## src/rtl/ram2_arb_pkg.sv

```systemverilog
// Shared definitions for the Ram2 arbiter: state encoding, default widths
// and the pin levels used whenever the SRAM is deselected.
package ram2_arb_pkg;

  localparam int ADDR_W_DEF = 18;
  localparam int DATA_W_DEF = 16;

  // Idle (deselected) levels for the active-low SRAM control pins.
  localparam logic IDLE_EN = 1'b1;
  localparam logic IDLE_OE = 1'b1;
  localparam logic IDLE_WE = 1'b1;

  typedef enum logic [2:0] {
    S_IDLE   = 3'd0,
    S_FETCH  = 3'd1,
    S_MRD    = 3'd2,
    S_WSETUP = 3'd3,
    S_WPULSE = 3'd4,
    S_WHOLD  = 3'd5
  } state_e;

  // States at whose closing edge a new request may be granted.
  function automatic logic is_arb_state(input state_e s);
    return (s == S_IDLE) || (s == S_FETCH) || (s == S_MRD) || (s == S_WHOLD);
  endfunction

endpackage

```

## src/rtl/ram2_arbiter.sv

```systemverilog
// Ram2 SRAM port arbiter: shares the single Ram2 port between instruction
// fetch and MEM-stage accesses. MEM wins over IF. Reads take one cycle.
// Writes take three cycles (setup, WE pulse, hold) when the macro
// RAM2_ARB_WRITE_EN is defined. Without it, program memory is read-only:
// a write grant goes straight to WHOLD without touching the SRAM.
// Owns the Ram2Data tristate driver.
module ram2_arbiter
  import ram2_arb_pkg::*;
#(
  parameter int ADDR_W = ADDR_W_DEF,
  parameter int DATA_W = DATA_W_DEF
) (
  input  logic              clk,
  input  logic              rst,        // asynchronous, active-low
  // instruction fetch side
  input  logic              if_req,
  input  logic [ADDR_W-1:0] if_addr,
  output logic [DATA_W-1:0] if_instr,
  output logic              if_valid,
  output logic              stall_if,
  // MEM stage side
  input  logic              mem_req,
  input  logic              mem_we,
  input  logic [ADDR_W-1:0] mem_addr,
  input  logic [DATA_W-1:0] mem_wdata,
  output logic [DATA_W-1:0] mem_rdata,
  output logic              mem_done,
  // SRAM pins
  output logic [ADDR_W-1:0] Ram2Addr,
  inout  wire  [DATA_W-1:0] Ram2Data,
  output logic              Ram2OE,
  output logic              Ram2WE,
  output logic              Ram2EN
);

  state_e            state_q, state_d;
  logic [ADDR_W-1:0] addr_q,  addr_d;
  logic              bus_drive;

`ifdef RAM2_ARB_WRITE_EN
  logic [DATA_W-1:0] wdata_q, wdata_d;
`else
  // Write data has no destination in the read-only build.
  logic unused_wdata;
  assign unused_wdata = ^mem_wdata;
`endif

  // Next-state, grant and address/data capture.
  always_comb begin
    // NOTE: every variable gets a default first so no path leaves it
    // unassigned, which would otherwise infer a latch.
    state_d = state_q;
    addr_d  = addr_q;
`ifdef RAM2_ARB_WRITE_EN
    wdata_d = wdata_q;
`endif
    if (is_arb_state(state_q)) begin
      if (mem_req) begin
        addr_d = mem_addr;
        if (mem_we) begin
`ifdef RAM2_ARB_WRITE_EN
          wdata_d = mem_wdata;
          state_d = S_WSETUP;
`else
          state_d = S_WHOLD;
`endif
        end else begin
          state_d = S_MRD;
        end
      end else if (if_req) begin
        addr_d  = if_addr;
        state_d = S_FETCH;
      end else begin
        state_d = S_IDLE;
      end
    end else begin
      unique case (state_q)
`ifdef RAM2_ARB_WRITE_EN
        S_WSETUP: state_d = S_WPULSE;
        S_WPULSE: state_d = S_WHOLD;
`endif
        default:  state_d = S_IDLE;
      endcase
    end
  end

  // State, address and write-data registers.
  always_ff @(posedge clk or negedge rst) begin
    if (!rst) begin
      state_q <= S_IDLE;
      addr_q  <= '0;
`ifdef RAM2_ARB_WRITE_EN
      wdata_q <= '0;
`endif
    end else begin
      // NOTE: non-blocking assignments so every register samples the
      // pre-edge values, independent of statement order.
      state_q <= state_d;
      addr_q  <= addr_d;
`ifdef RAM2_ARB_WRITE_EN
      wdata_q <= wdata_d;
`endif
    end
  end

  // Pin decode from the registered state; reset forces the idle levels at once.
  always_comb begin
    Ram2EN    = IDLE_EN;
    Ram2OE    = IDLE_OE;
    Ram2WE    = IDLE_WE;
    bus_drive = 1'b0;
    unique case (state_q)
      S_FETCH, S_MRD: begin
        Ram2EN = 1'b0;
        Ram2OE = 1'b0;
      end
`ifdef RAM2_ARB_WRITE_EN
      S_WSETUP, S_WHOLD: begin
        Ram2EN    = 1'b0;
        bus_drive = 1'b1;
      end
      S_WPULSE: begin
        Ram2EN    = 1'b0;
        Ram2WE    = 1'b0;
        bus_drive = 1'b1;
      end
`else
      S_WHOLD: begin
        // Read-only build: the chip is selected, but WE stays high and the bus floats.
        Ram2EN = 1'b0;
      end
`endif
      default: ;
    endcase
  end

`ifdef RAM2_ARB_WRITE_EN
  assign Ram2Data = bus_drive ? wdata_q : {DATA_W{1'bz}};
`else
  logic unused_drive;
  assign unused_drive = bus_drive;
  assign Ram2Data     = {DATA_W{1'bz}};
`endif

  assign Ram2Addr  = addr_q;
  assign if_instr  = Ram2Data;
  assign mem_rdata = Ram2Data;
  assign if_valid  = (state_q == S_FETCH);
  assign mem_done  = (state_q == S_MRD) || (state_q == S_WHOLD);
  assign stall_if  = if_req && (state_q != S_FETCH);

endmodule

```

## config.mk

```make
export PLATFORM = sky130hd
export DESIGN_NAME = ram2_arbiter
export DESIGN_NICKNAME = d
export VERILOG_FILES = /design/src/rtl/ram2_arb_pkg.sv /design/src/rtl/ram2_arbiter.sv
export SDC_FILE = /design/constraint.sdc
export NUM_CORES = 1
export LEC_CHECK = 0
export ABC_CLOCK_PERIOD_IN_PS = 1600
export CAP_MARGIN = 20
export CORE_ASPECT_RATIO = 1.4
export CORE_MARGIN = 3
export CORE_UTILIZATION = 32
export CTS_BUF_LIST = sky130_fd_sc_hd__clkbuf_2
export DETAILED_ROUTE_END_ITERATION = 8
export GPL_TIMING_DRIVEN = 0
export PLACE_DENSITY = 0.82
export SETUP_SLACK_MARGIN = 0.15
export SYNTH_ARGS = -nofsm -noshare
export SYNTH_HDL_FRONTEND = slang
export SYNTH_SLANG_ARGS = --single-unit
```

## constraint.sdc

```tcl
create_clock -name clk -period 1.6 [get_ports clk]
set_input_delay 0.32 -clock clk [delete_from_list [all_inputs] [get_ports clk]]
set_output_delay 0.32 -clock clk [all_outputs]
set_load 0.03 [all_outputs]
```

==> results of run 1 <==
metal layers:
layer	wire length, um	vias to the layer above	track usage
met1	1090	482	0.116
met3	369	4	0.0285
met4	42	0	0.0413
met5	0	-	0
li1	-	561	-
met2	1750	69	0.207
cell families after synthesis:
family,count (synthesis),share of synthesized area
flip-flops,21,0.357
buffers and inverters,54,0.279
other,2,0.00510
AO/OA/AOI/OAI,4,0.0204
multiplexers,37,0.305
AND/OR/NAND/NOR,9,0.0340
how the worst max path moves through the flow:
stage | slack (ns) | start | depth (start not counted) | end
6_report | -0.08 | state_q[1] | 4 | stall_if
3_3_place_gp | -0.46 | mem_req | 4 | Ram2Addr[14]
2_1_floorplan | 0.16 | state_q[0] | 3 | stall_if
4_1_cts | -0.10 | state_q[1] | 4 | stall_if
5_1_grt | -0.18 | state_q[1] | 4 | stall_if
3_5_place_dp | -0.49 | mem_req | 4 | Ram2Addr[13]
state kept, by name, summed over array words and instances (netlist names):
| signal | cells |
|---|---|
| state_q | 3 |
| Ram2Addr | 18 |
report_power, final:
group | total [W] | internal (W) | leakage (nW) | switching [W]
Combinational | 0.000990 | 0.000462 | 1.00 | 0.000528
Clock | 0.000219 | 0.0000662 | 0.0166 | 0.000153
Sequential | 0.000666 | 0.000616 | 0.247 | 0.0000509
Total | 0.00188 | 0.00114 | 1.27 | 0.000731
worst max-delay path, stage by stage, from the launching register on:
cell and delay [ns]:
dfrtp_1 0.45, or2b_1 0.28, nor2_4 0.11, nor2b_1 0.05
buf_4 0.16
repair_timing:
item / in CTS / in global routing
buffers inserted: 1 / 4
gates cloned: 0 / 1
gates resized for setup: 57 / 41
setup endpoints to repair: 42 / 42
hold buffers: 0 / 0
metrics by stage:
step / worst slack [ns] / power, W
CTS: -0.102 / 0.00185
finish: -0.0838 / 0.00188
detailed placement: -0.487 / 0.00168
global route: -0.178 / 0.00198
global placement: -0.459 / 0.00166
floorplan: 0.160 / 0.00133
cell usage after synthesis:
master / instances / share of area
a21o_1: 2 / 0.010
nand2b_1: 1 / 0.0042
buf_12: 1 / 0.014
inv_1: 1 / 0.0025
mux2_2: 27 / 0.21
nor2_1: 3 / 0.0076
mux2i_1: 1 / 0.0068
and3_1: 2 / 0.0085
buf_1: 1 / 0.0025
mux2_4: 9 / 0.092
a21boi_0: 1 / 0.0051
dfrtp_1: 21 / 0.36
o21a_1: 1 / 0.0051
or2b_1: 1 / 0.0051
buf_2: 1 / 0.0034
nor2b_1: 2 / 0.0085
buf_6: 1 / 0.0076
conb_1: 2 / 0.0051
buf_4: 49 / 0.25
layout make-up:
cell class | instances | area (um2)
Tap cell | 60 | 75.1
Inverter | 1 | 3.75
Clock buffer | 4 | 20.0
Multi-Input combinational cell | 99 | 753
Fill cell | 423 | 1920
Sequential cell | 21 | 527
Timing Repair Buffer | 69 | 632
Buffer | 53 | 412
==> results by group, run 1 <==
Timing
  – Period utilisation layout: 1.05
  – Clock Skew: around 0.017 ns
  – Final Hold Viols: 0
  – Unrepaired setup endpoints after global routing: yes
  – Final Max Slew Viols: 0
  – Peak Freq: approximately 590 MHz
  – Setup violations, final: 13
  – Min Tclk post-route: 1.68 ns
  – Worst setup margin: -0.0838 ns
  – Worst Tran Pin Value: 0.894 ns
  – TNS Setup: -0.370 ns
  – Slew HR: 0.402
  – Worst hold slack: ~0.46 ns

Floorplan
  – Core ar.: 4340 um2
  – Chip width: about 63 um
  – Core Rows: 28
  – Starting Density: 0.339
  – Die Area: 5470 um2
  – Io pins: 129
  – DIE HEIGHT: around 86 um

Worst setup path
  – Worst-path fanout max: 3
  – Crit path required time: approximately 1.3 ns
  – Arrival time worst endpoint: ~1.4 ns
  – WS Path Type: reg -> out
  – Critical Path Start Type: register
  – Reg2Reg Depth: 6
  – FF-to-FF setup slack: -0.03 ns
  – Crit end category: output port
  – R2R Path Start: state_q[0]
  – R2R Path End: Ram2Addr[4]

Finish
  – Post-Layout Inst Area: between 2000 and 2500 um2
  – Fin util: 0.558
  – Most common cell after layout, fill and taps aside: buf_4
  – N_diodes: 0
  – Fin cells: 307
  – Layout area overhead: 64.3%
  – Fraction of layout cells with a size suffix above 1: 0.514
  – Commonest cells after routing, fill and taps aside: buf_4, conb_1, clkdlybuf4s50_1, mux2_2
  – Final net count: between 300 and 400

CTS
  – Clk_lat worst skew: around 0.33 ns
  – CTS Buf Count: 3
  – Clk Tree Root Cell: clkbuf_2
  – Clk slew on worst S/H paths: approximately 0.19 ns
  – Worst-case clock buffer depth: 2
  – CTS tree: done
  – Clk sinks: 21
  – H-tree levels: 1

Power and ir drop
  – Power density over cell area: about 770 nW/um2
  – Worst VDD drop: about 590 uV
  – Leakage: roughly 1.3 nW

Route
  – DRC violations left: 0
  – Drt first pass iters: 2
  – Detailed Route Iter0 Violations: 4
  – Total number of vias: between 1000 and 1500
  – WL/cell: 10.6 um
  – Total wire length: ~3300 um
  – Vias per std cell: ~3.6
  – Detail Route Antenna Nets: 0

Yosys
  – Post-Synthesis Cells: 127
  – Ys Warns: 0
  – Synth cell types: 19
  – Sequential fraction of the synthesis area: 0.357
  – Synthesized area per cell: 11.6 um2
  – Seq cells post-synth: 21
  – Syn Std Cell Area: around 1500 um2

Global route
  – Largest net degree at the start of global routing: 22
  – Vias in the first global route: between 1000 and 1500
  – Global-route usage over all layers: 0.110
  – GRT overflow: 0
  – Initial antenna violation count: 0
  – First-pass GRT wire length: 4770 um

Run status
  – Status: complete, but fails checks
  – Failing checks: setup timing

Place
  – Post-place instance area: 2360 um2
  – DPL Wire Length: approximately 2700 um
  – PortBufs: 63
  – Cell Count Post-Placement: slightly below 300
  – Gpl congestion: between 0.6 and 0.7

Min path
  – Hold Path Class: in -> async

Flow run
  – Max Cap Violations: 0
(Power assumes the default switching activity.)
==> inputs of run 2 (changes only) <==
SLEW_MARGIN = 20   (was unset)
==> results of run 2 <==
Same layout as run 1: the final DEF is identical, and so are final timing and power.
